File: src/rtl/sync_ram_arb_pkg.sv
`default_nettype none
// ============================================================================
// Module      : sync_ram_arb_pkg
// Description : Shared types and constants for the two-requester synchronous
//               RAM arbiter: FSM state encoding, default bus widths and a
//               saturating increment helper for the optional grant counters.
// Revision    : 1.0 - initial release
// ============================================================================
package sync_ram_arb_pkg;

    localparam int c_default_addr_w = 2;
    localparam int c_default_data_w = 8;
    localparam int c_gcnt_w         = 8;

    // Every transaction walks IDLE -> ACCESS -> RESP -> IDLE.
    typedef enum logic [1:0] {
        IDLE   = 2'd0,
        ACCESS = 2'd1,
        RESP   = 2'd2
    } arb_state_t;

    // Increment that sticks at all-ones instead of wrapping.
    function automatic logic [c_gcnt_w-1:0] sat_inc(input logic [c_gcnt_w-1:0] v);
        return (&v) ? v : v + 1'b1;
    endfunction

endpackage
`default_nettype wire

File: src/rtl/rr_arbiter2.sv
`default_nettype none
// ============================================================================
// Module      : rr_arbiter2
// Description : Two-way round-robin selector. On a tie the requester that did
//               not own the previous transaction wins; a lone requester always
//               wins. Purely combinational.
// Ports       : req_i[1:0]    - request vector
//               last_owner_i  - index of the previous owner
//               grant_o[1:0]  - one-hot grant (zero when no request)
//               winner_o      - index of the granted requester
// Revision    : 1.0 - initial release
// ============================================================================
module rr_arbiter2 (
    input  logic [1:0] req_i,
    input  logic       last_owner_i,
    output logic [1:0] grant_o,
    output logic       winner_o
);

    always_comb begin
        winner_o = 1'b0;
        grant_o  = 2'b00;
        unique case (req_i)
            2'b01:   winner_o = 1'b0;
            2'b10:   winner_o = 1'b1;
            2'b11:   winner_o = ~last_owner_i;
            default: winner_o = 1'b0;
        endcase
        if (req_i != 2'b00) begin
            grant_o = winner_o ? 2'b10 : 2'b01;
        end
    end

endmodule
`default_nettype wire

File: src/rtl/sync_ram_arbiter.sv
`default_nettype none
// ============================================================================
// Module      : sync_ram_arbiter
// Description : Round-robin arbiter letting two requesters share a single
//               synchronous RAM. Each transaction takes three cycles:
//               IDLE (sample + arbitrate), ACCESS (RAM strobe), RESP (ack).
// Ports       : clk, reset            - clock, synchronous active-high reset
//               req/we/addr/wdata 0,1 - requester command inputs
//               gnt0/gnt1             - owner flag during ACCESS and RESP
//               ack0/ack1             - one-cycle completion pulse in RESP
//               rdata0/rdata1         - last read result per requester
//               ram_*                 - shared RAM port (dout valid one cycle
//                                       after ram_rd)
//               gcnt0/gcnt1           - saturating ack counters (stats build)
// Config      : SYNC_RAM_ARB_STATS_EN adds the gcnt0/gcnt1 outputs.
// Revision    : 1.0 - initial release
// ============================================================================
module sync_ram_arbiter
    import sync_ram_arb_pkg::*;
#(
    parameter int ADDR_W = c_default_addr_w,
    parameter int DATA_W = c_default_data_w
) (
    input  logic              clk,
    input  logic              reset,
    input  logic              req0,
    input  logic              req1,
    input  logic              we0,
    input  logic              we1,
    input  logic [ADDR_W-1:0] addr0,
    input  logic [ADDR_W-1:0] addr1,
    input  logic [DATA_W-1:0] wdata0,
    input  logic [DATA_W-1:0] wdata1,
    output logic              gnt0,
    output logic              gnt1,
    output logic              ack0,
    output logic              ack1,
    output logic [DATA_W-1:0] rdata0,
    output logic [DATA_W-1:0] rdata1,
    output logic [ADDR_W-1:0] ram_addr,
    output logic [DATA_W-1:0] ram_din,
    output logic              ram_rd,
    output logic              ram_we,
    output logic              ram_cs,
`ifdef SYNC_RAM_ARB_STATS_EN
    output logic [7:0]        gcnt0,
    output logic [7:0]        gcnt1,
`endif
    input  logic [DATA_W-1:0] ram_dout
);

    arb_state_t        state_q;
    logic              owner_q;
    logic              last_owner_q;
    logic              we_q;
    logic              gnt0_q, gnt1_q;
    logic              ack0_q, ack1_q;
    logic              ram_cs_q, ram_rd_q, ram_we_q;
    logic [ADDR_W-1:0] ram_addr_q;
    logic [DATA_W-1:0] ram_din_q;
    logic [DATA_W-1:0] rdata0_q, rdata1_q;

    logic [1:0]        w_grant;
    logic              w_winner;
    logic              w_sel_we;
    logic [ADDR_W-1:0] w_sel_addr;
    logic [DATA_W-1:0] w_sel_wdata;
    logic              w_rd_resp;

    rr_arbiter2 u_rr (
        .req_i        ({req1, req0}),
        .last_owner_i (last_owner_q),
        .grant_o      (w_grant),
        .winner_o     (w_winner)
    );

    assign w_sel_we    = w_winner ? we1    : we0;
    assign w_sel_addr  = w_winner ? addr1  : addr0;
    assign w_sel_wdata = w_winner ? wdata1 : wdata0;

    // The RAM returns read data during RESP; it is forwarded straight to the
    // owner's rdata so the value is visible alongside ack, and captured at the
    // end of RESP so it is held afterwards.
    assign w_rd_resp = (state_q == RESP) && !we_q;

    always_ff @(posedge clk) begin
        if (reset) begin
            state_q      <= IDLE;
            owner_q      <= 1'b0;
            last_owner_q <= 1'b1;
            we_q         <= 1'b0;
            gnt0_q       <= 1'b0;
            gnt1_q       <= 1'b0;
            ack0_q       <= 1'b0;
            ack1_q       <= 1'b0;
            ram_cs_q     <= 1'b0;
            ram_rd_q     <= 1'b0;
            ram_we_q     <= 1'b0;
            ram_addr_q   <= '0;
            ram_din_q    <= '0;
            rdata0_q     <= '0;
            rdata1_q     <= '0;
        end else begin
            ack0_q <= 1'b0;
            ack1_q <= 1'b0;
            unique case (state_q)
                IDLE: begin
                    if (req0 || req1) begin
                        // Command fields are captured here only; later input
                        // changes cannot disturb the transaction.
                        state_q    <= ACCESS;
                        owner_q    <= w_winner;
                        we_q       <= w_sel_we;
                        gnt0_q     <= w_grant[0];
                        gnt1_q     <= w_grant[1];
                        ram_cs_q   <= 1'b1;
                        ram_we_q   <= w_sel_we;
                        ram_rd_q   <= ~w_sel_we;
                        ram_addr_q <= w_sel_addr;
                        ram_din_q  <= w_sel_we ? w_sel_wdata : '0;
                    end
                end
                ACCESS: begin
                    state_q    <= RESP;
                    ram_cs_q   <= 1'b0;
                    ram_we_q   <= 1'b0;
                    ram_rd_q   <= 1'b0;
                    ram_addr_q <= '0;
                    ram_din_q  <= '0;
                    ack0_q     <= ~owner_q;
                    ack1_q     <= owner_q;
                end
                RESP: begin
                    if (!we_q) begin
                        if (owner_q) begin
                            rdata1_q <= ram_dout;
                        end else begin
                            rdata0_q <= ram_dout;
                        end
                    end
                    last_owner_q <= owner_q;
                    gnt0_q       <= 1'b0;
                    gnt1_q       <= 1'b0;
                    state_q      <= IDLE;
                end
                default: begin
                    state_q <= IDLE;
                end
            endcase
        end
    end

    assign gnt0     = gnt0_q;
    assign gnt1     = gnt1_q;
    assign ack0     = ack0_q;
    assign ack1     = ack1_q;
    assign ram_cs   = ram_cs_q;
    assign ram_rd   = ram_rd_q;
    assign ram_we   = ram_we_q;
    assign ram_addr = ram_addr_q;
    assign ram_din  = ram_din_q;
    assign rdata0   = (w_rd_resp && !owner_q) ? ram_dout : rdata0_q;
    assign rdata1   = (w_rd_resp &&  owner_q) ? ram_dout : rdata1_q;

`ifdef SYNC_RAM_ARB_STATS_EN
    logic [7:0] gcnt0_q, gcnt1_q;

    always_ff @(posedge clk) begin
        if (reset) begin
            gcnt0_q <= '0;
            gcnt1_q <= '0;
        end else begin
            if (ack0_q) begin
                gcnt0_q <= sat_inc(gcnt0_q);
            end
            if (ack1_q) begin
                gcnt1_q <= sat_inc(gcnt1_q);
            end
        end
    end

    assign gcnt0 = gcnt0_q;
    assign gcnt1 = gcnt1_q;
`endif

endmodule
`default_nettype wire
File: config.mk
export PLATFORM = sky130hd
export DESIGN_NAME = sync_ram_arbiter
export DESIGN_NICKNAME = d
export VERILOG_FILES = /design/src/rtl/sync_ram_arb_pkg.sv /design/src/rtl/rr_arbiter2.sv /design/src/rtl/sync_ram_arbiter.sv
export SDC_FILE = /design/constraint.sdc
export NUM_CORES = 1
export LEC_CHECK = 0
export ABC_CLOCK_PERIOD_IN_PS = 2000
export CAP_MARGIN = 20
export CELL_PAD_IN_SITES_DETAIL_PLACEMENT = 1
export CELL_PAD_IN_SITES_GLOBAL_PLACEMENT = 2
export CORE_UTILIZATION = 39
export CTS_BUF_LIST = sky130_fd_sc_hd__clkbuf_4 sky130_fd_sc_hd__clkbuf_8
export DETAILED_ROUTE_END_ITERATION = 10
export DONT_BUFFER_PORTS = 1
export PLACE_DENSITY_LB_ADDON = 0.1
export SYNTH_ARGS = -nofsm -noshare
export SYNTH_HDL_FRONTEND = slang
export SYNTH_SLANG_ARGS = --single-unit
File: constraint.sdc
create_clock -name clk -period 2 [get_ports clk]
set_input_delay 0 -clock clk [delete_from_list [all_inputs] [get_ports clk]]
set_output_delay 0 -clock clk [all_outputs]
set_load 0.01 [all_outputs]
==> results of run 1 <==
## stage by stage
stage | area [sq um] | setup slack, ns | util [%] | hold slack, ns
floorplan | 1560 | 0.458 | - | 0.159
global placement | 1590 | 0.279 | 42.5 | 0.0752
detailed placement | 1590 | 0.215 | 42.5 | 0.0766
CTS | 1880 | 0.153 | 50.1 | 0.0192
global route | 1900 | 0.0638 | 50.8 | 0.0299
finish | 1900 | 0.201 | 50.8 | 0.0209
## placed cells by master, fill, tap and decap left out, drive strengths merged
| master | instances |
|---|---|
| a211o | 1 |
| a211oi | 1 |
| a21boi | 1 |
| a21oi | 2 |
| a22oi | 3 |
| a2bb2oi | 1 |
| a31oi | 1 |
| and2 | 1 |
| buf | 2 |
| bufinv | 1 |
| clkbuf | 8 |
| dfxtp | 38 |
| dlygate4sd3 | 17 |
| inv | 1 |
| mux2 | 18 |
| mux2i | 9 |
| nand2 | 2 |
| nand2b | 1 |
| nand3 | 1 |
| nor2 | 11 |
| nor2b | 20 |
| nor3 | 5 |
| nor4 | 1 |
| o2bb2ai | 8 |
| or2 | 1 |
| or3 | 2 |
## cell type report
class                   count  area, sq um
repair buffers             20          210
fillers                   404         1840
well taps                  48         60.1
multi-input cells          90          752
inverters                   1         3.75
clock buffers               7         83.8
flip-flops and latches     38          761
clock inverters             1         30.0
## sequential cells by signal (all words and copies together) (netlist names), 2 cells and up
name / flops
ram_addr: 2
ram_din: 8
rdata0_q: 8
rdata1_q: 8
state_q: 2
## logic make-up (layout without fill, tap and decap cells)
kind of cell,count (synthesis),in the layout,share of synthesized area [%]
AO/OA/AOI/OAI,18,18,12.5
buffers and inverters,9,29,2.89
flip-flops,38,38,48.8
multiplexers,27,27,18.8
AND/OR/NAND/NOR,45,45,16.9
## worst max-delay path, delay by kind of cell, from the launching register on
family | cells | cell delay (ns)
simple gates | 2 | 0.66
mux | 1 | 0.44
flops | 1 | 0.42
## power by group through the flow
stage / Sequential [mW] / Clock [mW] / Combinational [mW]
after global routing: 0.838 / 0.712 / 0.207
final: 0.833 / 0.650 / 0.188
after floorplan: 0.843 / 0 / 0.130
after CTS: 0.834 / 0.671 / 0.184
after global placement: 0.850 / 0 / 0.137
after detailed placement: 0.851 / 0 / 0.142
## layer usage
metal | share of wire (%) | wire (microns) | global-route usage (%)
met3 | 8.7 | 294 | 7.47
met1 | 40 | 1360 | 19.7
met2 | 50 | 1680 | 28.1
met4 | 1.3 | 44 | 5.71
met5 | 0 | 0 | 0
## final timing paths
| kind | depth (start not counted) | startpoint | to |
|---|---|---|---|
| max | 3 | state_q[1]$_SDFFE_PP0P_ | rdata1[3] |
| min reg2reg | 1 | last_owner_q$_SDFFE_PP1N_ | last_owner_q$_SDFFE_PP1N_ |
| max reg2reg | 4 | state_q[1]$_SDFFE_PP0P_ | rdata1_q[3]$_SDFFE_PP0P_ |
| min | 3 | addr0[0] | ram_addr[0]$_SDFFE_PP0P_ |
==> metrics, run 1 <==
status=finished clean; cell area power density=a little under 900 mW/mm^2; Comb pwr share=about 11%; Crit. End Element=output pin; max incr delay on CP=approximately 0.44 ns; Clk pwr share=between 30% and 40%; final slew viol count=0; global route overflow=0; Post-CTS Resized=0; routability cong.=approximately 0.74; most common cell in the netlist=dfxtp_1; DRT Pass-1 Iters=2; Routed WL=roughly 3.4 mm; R2R Setup Slk=between 0.2 and 0.25 ns; vias in the first global route=between 1000 and 1500; largest net degree at the start of global routing=29; drt drc=0; Slew HR=between 40% and 50%; IO buf count=0; mapped cell area=~0.0016 sq mm; Synth top area share=about half; Die Area=roughly 0.0043 sq mm; hpwl dp=2.34 mm; worst hold path class=in2reg; cell count after synthesis=137; routed vias/inst=roughly 5.4; Ys Warns=0; minimum clock period=between 1.5 and 2 ns; Post-synth top flop=dfxtp_1; core area=around 0.0037 sq mm; Die Span X=roughly 65 microns; Final Cycle Share=roughly 90%; post-synthesis net count=roughly 170; Seq/Total Area, Yosys=48.8%; CTS hold repair buffers=17; synth top area cells=dfxtp_1 49%, mux2_2 13%, nor2b_1 8.0%; Sequential Power Share=between 40% and 50%; Final Hold Fails=0; Setup Crit Path Kind=reg2out; Design Power=~1.7 mW; critical path peak fanout=8; TNS Setup=0 ns; initial drt markers=33; # placed instances=between 150 and 200; CP max stage cell=mux2_2; clk slew on worst S/H paths=about 0.07 ns; top cells by instance count after synthesis=38 x dfxtp_1, 20 x nor2b_1, 18 x mux2_2; Critical Path, Cell by Cell=nand2b_1 -> nor3_4 -> mux2_2; Final Skew=between 0.003 and 0.004 ns; Layout Cells excl Fill=approximately 210; NetSw=between 0.3 and 0.4 mW; Std-Cell Rows=22; Avg Inst Size Synth=roughly 11 sq um; initial antenna violation count=0; Max Fclk=roughly 560 MHz; Post-CTS Setup Bufs=0; nets=190; Worst setup SP type=flop; unrepaired setup endpoints after global routing=no; clock buffer count from CTS=5; GRT Overall Usage=17.1%; routed len/inst=approximately 16 microns; Post-synth EDFFs=0; flop and latch count out of synthesis=38; layout cells sized above 1=about a quarter; ANT cells=0; CP Data Arrival Time=1.80 ns; Sw Ratio=between 20 and 25%; CTS tree=built; Ports=67; htree depth=2; P_int=between 1 and 1.5 mW; Final setup viols=0; Starting Density=about two fifths; Cell variety after synth=28; leakage power=roughly 0.74 nW; Routed Antenna Nets=0; Max VDD drop=between 0.4 and 0.5 mV; Max-Cap Viols=0; Area growth syn-to-layout=22.0%; async set or reset register ratio after synthesis=0%; clk_lat worst skew=0.28 ns; first-pass GRT wire length=around 5.4 mm; total clock sinks=38; CP required=2.00 ns; die height=65.2 microns; Least-Margin Pin Slew=0.837 ns; DR vias=around 1100; post-synth top area cell=dfxtp_1; CTS root buf=clkbuf_8; clk buf depth=2
(Power assumes the default switching activity.)
==> inputs of run 2 (changes only) <==
--- a/config.mk
+++ b/config.mk
@@ -14,6 +14,7 @@
 export DETAILED_ROUTE_END_ITERATION = 10
 export DONT_BUFFER_PORTS = 1
 export PLACE_DENSITY_LB_ADDON = 0.1
+export REMOVE_ABC_BUFFERS = 1
 export SYNTH_ARGS = -nofsm -noshare
 export SYNTH_HDL_FRONTEND = slang
 export SYNTH_SLANG_ARGS = --single-unit
==> run 2 against run 1 <==
Effect of this change:
- first-iteration DRC count grew 12%
- sequential cell count is the same
- final cell count decreased by 0.49%
- sequential share of layout area up 0.13 points
- setup slack got worse by 0.099 ns
- critical path depth grew 1
- critical endpoint is now rdata0_q[2]$_SDFFE_PP0P_
==> metrics, run 2 (synthesized netlist as in run 1, its figures left out) <==
leakage power=0.735 nW (was 0.741 nW); routability cong.=0.723 (was 0.741); R2R Setup Slk=0.10 ns (was 0.23 ns); Ports=67 (unchanged); TNS Setup=0 ns (unchanged); ANT cells=0 (unchanged); CP required=2.12 ns (was 2.00 ns); die height=65.2 microns (unchanged); most common cell after layout, fill and taps aside=dfxtp_1 (unchanged); Routed Antenna Nets=0 (unchanged); core area=0.00374 sq mm (unchanged); first-pass GRT wire length=5.42 mm (unchanged); P_int=1.29 mW (about the same); Die Span X=65.2 microns (unchanged); htree depth=2 (unchanged); Crit. End Element=flop (was output pin); Final Skew=0.00897 ns (was 0.00353 ns); cell area power density=880 mW/mm^2 (was 879 mW/mm^2); Worst setup SP type=flop (unchanged); most frequent cells in the layout=38 x dfxtp_1, 20 x nor2b_1, 18 x mux2_2 (unchanged); initial antenna violation count=0 (unchanged); clock buffer count from CTS=5 (unchanged); max incr delay on CP=0.45 ns (was 0.44 ns); Slew HR=31.4% (was 44.1%); drt drc=0 (unchanged); DR vias=1088 (was 1097); Final Hold Fails=0 (unchanged); Layout Cells excl Fill=204 (was 205); DRT Pass-1 Iters=3 (was 2); clk slew on worst S/H paths=0.07 ns (about the same); hpwl dp=2.20 mm (was 2.34 mm); minimum clock period=1.90 ns (was 1.80 ns); Final setup viols=0 (unchanged); unrepaired setup endpoints after global routing=yes (was no); Starting Density=41.6% (unchanged); layout cells sized above 1=25.6% (was 26.1%); Least-Margin Pin Slew=1.02 ns (was 0.837 ns); worst r2r path cells=4 (unchanged); # placed instances=179 (unchanged); worst setup path start=state_q[1]$_SDFFE_PP0P_ (unchanged); initial drt markers=37 (was 33); status=finished clean (unchanged); vias in the first global route=1149 (was 1097); worst reg2reg path startpoint=state_q[1]$_SDFFE_PP0P_ (unchanged); NetSw=0.381 mW (was 0.382 mW); routed len/inst=16.9 microns (was 16.5 microns); GRT Overall Usage=17.7% (was 17.1%); nets=190 (unchanged); final core occ=50.6% (was 50.8%); largest net degree at the start of global routing=29 (unchanged); clk buf depth=2 (unchanged); Post-CTS Resized=0 (unchanged); Area growth syn-to-layout=21.6% (was 22.0%); filler instances=402 (was 404); IO buf count=0 (unchanged); Die Area=0.00425 sq mm (unchanged); Sw Ratio=22.8% (about the same); CTS tree=built (unchanged); final slew viol count=0 (unchanged); worst hold path class=in2reg (unchanged); Setup Crit Path Kind=reg2reg (was reg2out); Max-Cap Viols=0 (unchanged); Std-Cell Rows=22 (unchanged); CP Data Arrival Time=2.02 ns (was 1.80 ns); CP Capture Point=rdata0_q[2]$_SDFFE_PP0P_ (was rdata1[3]); multi-input gate area in the final layout=752 sq um (unchanged); CP max stage cell=dfxtp_1 (was mux2_2); Clk pwr share=38.8% (was 38.9%); Critical Path, Cell by Cell=nand2b_1 -> nor3_4 -> mux2_2 -> nor2b_1 (was nand2b_1 -> nor3_4 -> mux2_2); Max Fclk=527 MHz (was 556 MHz); CTS root buf=clkbuf_8 (unchanged); Sequential Power Share=50.1% (was 49.9%); routed vias/inst=5.33 (was 5.35); Comb pwr share=11.2% (about the same); Final Cycle Share=94.9% (was 90.0%); global route overflow=0 (unchanged); clk_lat worst skew=0.28 ns (about the same); reg2reg end=rdata0_q[2]$_SDFFE_PP0P_ (was rdata1_q[3]$_SDFFE_PP0P_); Routed WL=3.45 mm (was 3.38 mm); Storage cell area=761 sq um (unchanged); Max VDD drop=0.432 mV (was 0.403 mV); critical path peak fanout=8 (unchanged); total clock sinks=38 (unchanged)
-- run 2: stage by stage --
step / total power [mW] / setup WS [ns] / area (sq um) / hold WS (ns)
after CTS: 1.69 / 0.106 / 1870 / 0.0107
after detailed placement: 0.995 / 0.193 / 1590 / 0.0755
after global routing: 1.75 / -0.00189 / 1890 / 0.000718
after global placement: 0.989 / 0.173 / 1590 / 0.0738
final: 1.67 / 0.102 / 1890 / 0.0148
after floorplan: 0.959 / 0.153 / 1520 / 0.0691
-- run 2: what timing repair did --
item | in CTS | in global routing
endpoints found under the setup margin | 0 | 10
hold endpoints to repair | 38 | 0
setup buffers | 0 | 1
hold buffers | 17 | 0
-- run 2: worst min-delay path by stage --
| stage | start | to | slack [ns] | cells past startpoint |
|---|---|---|---|---|
| floorplan | reset | gnt1$_SDFFE_PP0P_ | 0.07 | 1 |
| global placement | reset | rdata1_q[0]$_SDFFE_PP0P_ | 0.07 | 1 |
| detailed placement | reset | rdata1_q[1]$_SDFFE_PP0P_ | 0.08 | 1 |
| CTS | addr0[1] | ram_addr[1]$_SDFFE_PP0P_ | 0.01 | 3 |
| global route | addr0[1] | ram_addr[1]$_SDFFE_PP0P_ | 0.0007 | 3 |
| finish | addr0[1] | ram_addr[1]$_SDFFE_PP0P_ | 0.01 | 3 |
-- run 2: per-layer routing --
metal | GRT usage [%] | wire length, microns | vias up
met5 | 0 | 0 | -
met1 | 19.8 | 1370 | 521
met2 | 26.9 | 1690 | 46
li1 | - | - | 515
met4 | 6.52 | 34 | 0
met3 | 11.3 | 358 | 6
-- run 2: worst max-delay path: cells and delay by family (launching register included) --
kind	cells	cell delay (ns)
AND/OR/NAND/NOR	3	0.84
multiplexers	1	0.43
flip-flops	1	0.45
-- run 2: area by class of cell --
type / count / share of cell area [%]
clock inverter: 1 / 1.59
tap: 48 / 3.17
inverter: 1 / 0.198
sequential: 38 / 40.2
clock buffer: 6 / 4.36
timing repair buffer: 20 / 10.8
multi-input combinational: 90 / 39.7
-- run 2: power by group through the flow --
stage	Combinational (mW)	Sequential, mW	Clock, mW
after global routing	0.205	0.839	0.707
after detailed placement	0.144	0.851	0
after global placement	0.139	0.850	0
after CTS	0.185	0.834	0.669
final	0.186	0.834	0.647
after floorplan	0.116	0.843	0
==> inputs of run 3 (changes only) <==
--- a/config.mk
+++ b/config.mk
@@ -13,6 +13,7 @@
 export CTS_BUF_LIST = sky130_fd_sc_hd__clkbuf_4 sky130_fd_sc_hd__clkbuf_8
 export DETAILED_ROUTE_END_ITERATION = 10
 export DONT_BUFFER_PORTS = 1
+export MAX_ROUTING_LAYER = met4
 export PLACE_DENSITY_LB_ADDON = 0.1
 export REMOVE_ABC_BUFFERS = 1
 export SYNTH_ARGS = -nofsm -noshare
==> run 3 against run 2 <==
Effect of this change:
- routed wire length is 0.23% lower
- critical path depth stayed put
- core utilization stayed put
- largest cell class unchanged
- via count fell by 0.28%
- power about the same
- critical path type unchanged
- die area did not move
- largest power group unchanged
- hold slack lost 0.0017 ns
- register-to-register slack is essentially flat
==> metrics, run 3 (synthesized netlist as in run 1, its figures left out) <==
clk buf depth=2 (unchanged); CP required=2.12 ns (about the same); Least-Margin Pin Slew=1.03 ns (was 1.02 ns); layout cells sized above 1=25.6% (unchanged); CTS root buf=clkbuf_8 (unchanged); routability cong.=0.732 (was 0.723); Critical Path, Cell by Cell=nand2b_1 -> nor3_4 -> mux2_2 -> nor2b_1 (unchanged); routed vias/inst=5.32 (was 5.33); leakage power=0.735 nW (unchanged); ANT cells=0 (unchanged); Layout Cells excl Fill=204 (unchanged); Starting Density=41.6% (unchanged); worst hold path class=in2reg (unchanged); global route overflow=0 (unchanged); Area growth syn-to-layout=21.6% (unchanged); Buf/Inv on CP=0 (unchanged); CP max stage cell=dfxtp_1 (unchanged); post-route cell area=0.00189 sq mm (unchanged); worst setup path start=state_q[1]$_SDFFE_PP0P_ (unchanged); critical path peak fanout=8 (unchanged); Worst setup SP type=flop (unchanged); hpwl dp=2.20 mm (unchanged); Metal-1 WL=1.42 mm (was 1.37 mm); Max-Cap Viols=0 (unchanged); minimum clock period=1.90 ns (about the same); clk_lat worst skew=0.29 ns (was 0.28 ns); logic depth of the worst path, buffers included=4 (unchanged); # placed instances=179 (unchanged); Routed WL=3.44 mm (was 3.45 mm); Max VDD drop=0.432 mV (about the same); DRT Pass-1 Iters=3 (unchanged); largest net degree at the start of global routing=29 (unchanged); IO buf count=0 (unchanged); WHS=0.0131 ns (was 0.0148 ns); Final Skew=0.00898 ns (was 0.00897 ns); most common cell after layout, fill and taps aside=dfxtp_1 (unchanged); nets=190 (unchanged); Die Area=0.00425 sq mm (unchanged); reg2reg end=rdata0_q[2]$_SDFFE_PP0P_ (unchanged); max incr delay on CP=0.45 ns (about the same); unrepaired setup endpoints after global routing=yes (unchanged); worst r2r path cells=4 (unchanged); hold path cells=3 (unchanged); htree depth=2 (unchanged); status=finished clean (unchanged); worst reg2reg path startpoint=state_q[1]$_SDFFE_PP0P_ (unchanged); TNS Setup=0 ns (unchanged); cell area power density=881 mW/mm^2 (was 880 mW/mm^2); routed len/inst=16.9 microns (about the same); CP Capture Point=rdata0_q[2]$_SDFFE_PP0P_ (unchanged); Routed Antenna Nets=0 (unchanged); CTS tree=built (unchanged); total clock sinks=38 (unchanged); DP Area=0.00159 sq mm (unchanged); vias in the first global route=1152 (was 1149); first-pass GRT wire length=5.40 mm (was 5.42 mm); initial antenna violation count=0 (unchanged); CP Data Arrival Time=2.02 ns (about the same); initial drt markers=37 (unchanged); Ports=67 (unchanged); Slew HR=31.3% (was 31.4%); DR WL met3=309 microns (was 358 microns); met2 WL=1.66 mm (was 1.69 mm); Final Hold Fails=0 (unchanged); Std-Cell Rows=22 (unchanged); drt drc=0 (unchanged); Final setup viols=0 (unchanged); Setup Crit Path Kind=reg2reg (unchanged); GRT Overall Usage=18.1% (was 17.7%); Die Span X=65.2 microns (unchanged); core area=0.00374 sq mm (unchanged); clock buffer count from CTS=5 (unchanged); DR top layer=met4 (unchanged); Final Cycle Share=94.9% (about the same); Max Fclk=527 MHz (about the same); final slew viol count=0 (unchanged); die height=65.2 microns (unchanged); DR vias=1085 (was 1088); Design Power=1.67 mW (about the same); most frequent cells in the layout=38 x dfxtp_1, 20 x nor2b_1, 18 x mux2_2 (unchanged); R2R Setup Slk=0.10 ns (about the same); Crit. End Element=flop (unchanged); clk slew on worst S/H paths=0.07 ns (about the same); CP delay by family, top=simple AND/OR/NAND/NOR gates (unchanged)
==> run 3: cell counts in the layout (fill, tap and decap cells not counted) <==
Identical to the previous run, type by type.
==> run 3: cell type report <==
cell class	count	area, sq um
Multi-Input combinational cell	90	752
Timing Repair Buffer	20	205
Sequential cell	38	761
Fill cell	402	1850
Clock buffer	6	82.6
Clock inverter	1	30.0
Inverter	1	3.75
Tap cell	48	60.1
==> run 3: stage by stage <==
stage,worst slack (ns),util [%]
final,0.102,50.6
after detailed placement,0.193,42.5
after global placement,0.173,42.5
after global routing,-0.00187,50.6
after CTS,0.106,50.1
after floorplan,0.153,-
==> run 3: what timing repair did <==
item | in CTS | in global routing
buffers inserted | 0 | 1
setup endpoints to repair | 0 | 7
hold buffers | 17 | 0
endpoints found under the hold margin | 38 | 0
gates resized for setup | 0 | 0
==> run 3: worst min-delay path by stage <==
| stage | from | end | slack (ns) |
|---|---|---|---|
| 3_3_place_gp | reset | rdata1_q[0]$_SDFFE_PP0P_ | 0.07 |
| 3_5_place_dp | reset | rdata1_q[1]$_SDFFE_PP0P_ | 0.08 |
| 2_1_floorplan | reset | gnt1$_SDFFE_PP0P_ | 0.07 |
| 5_1_grt | addr0[1] | ram_addr[1]$_SDFFE_PP0P_ | 0.005 |
| 4_1_cts | addr0[1] | ram_addr[1]$_SDFFE_PP0P_ | 0.01 |
| 6_report | addr0[1] | ram_addr[1]$_SDFFE_PP0P_ | 0.01 |
==> run 3: power breakdown <==
group / switching [mW] / internal [mW]
Combinational: 0.0916 / 0.0946
Sequential: 0.0409 / 0.793
Clock: 0.249 / 0.399
==> run 3: worst min-delay path, stage by stage <==
cell,delay [ns]
mux2_2,0.13
a22oi_1,0.06
nor2_1,0.07
==> run 3: metal layers <==
layer,vias to the layer above,GRT usage (%)
met4,0,8.15
met1,521,20.6
li1,515,-
met3,7,8.51
met5,-,-
met2,42,26.9
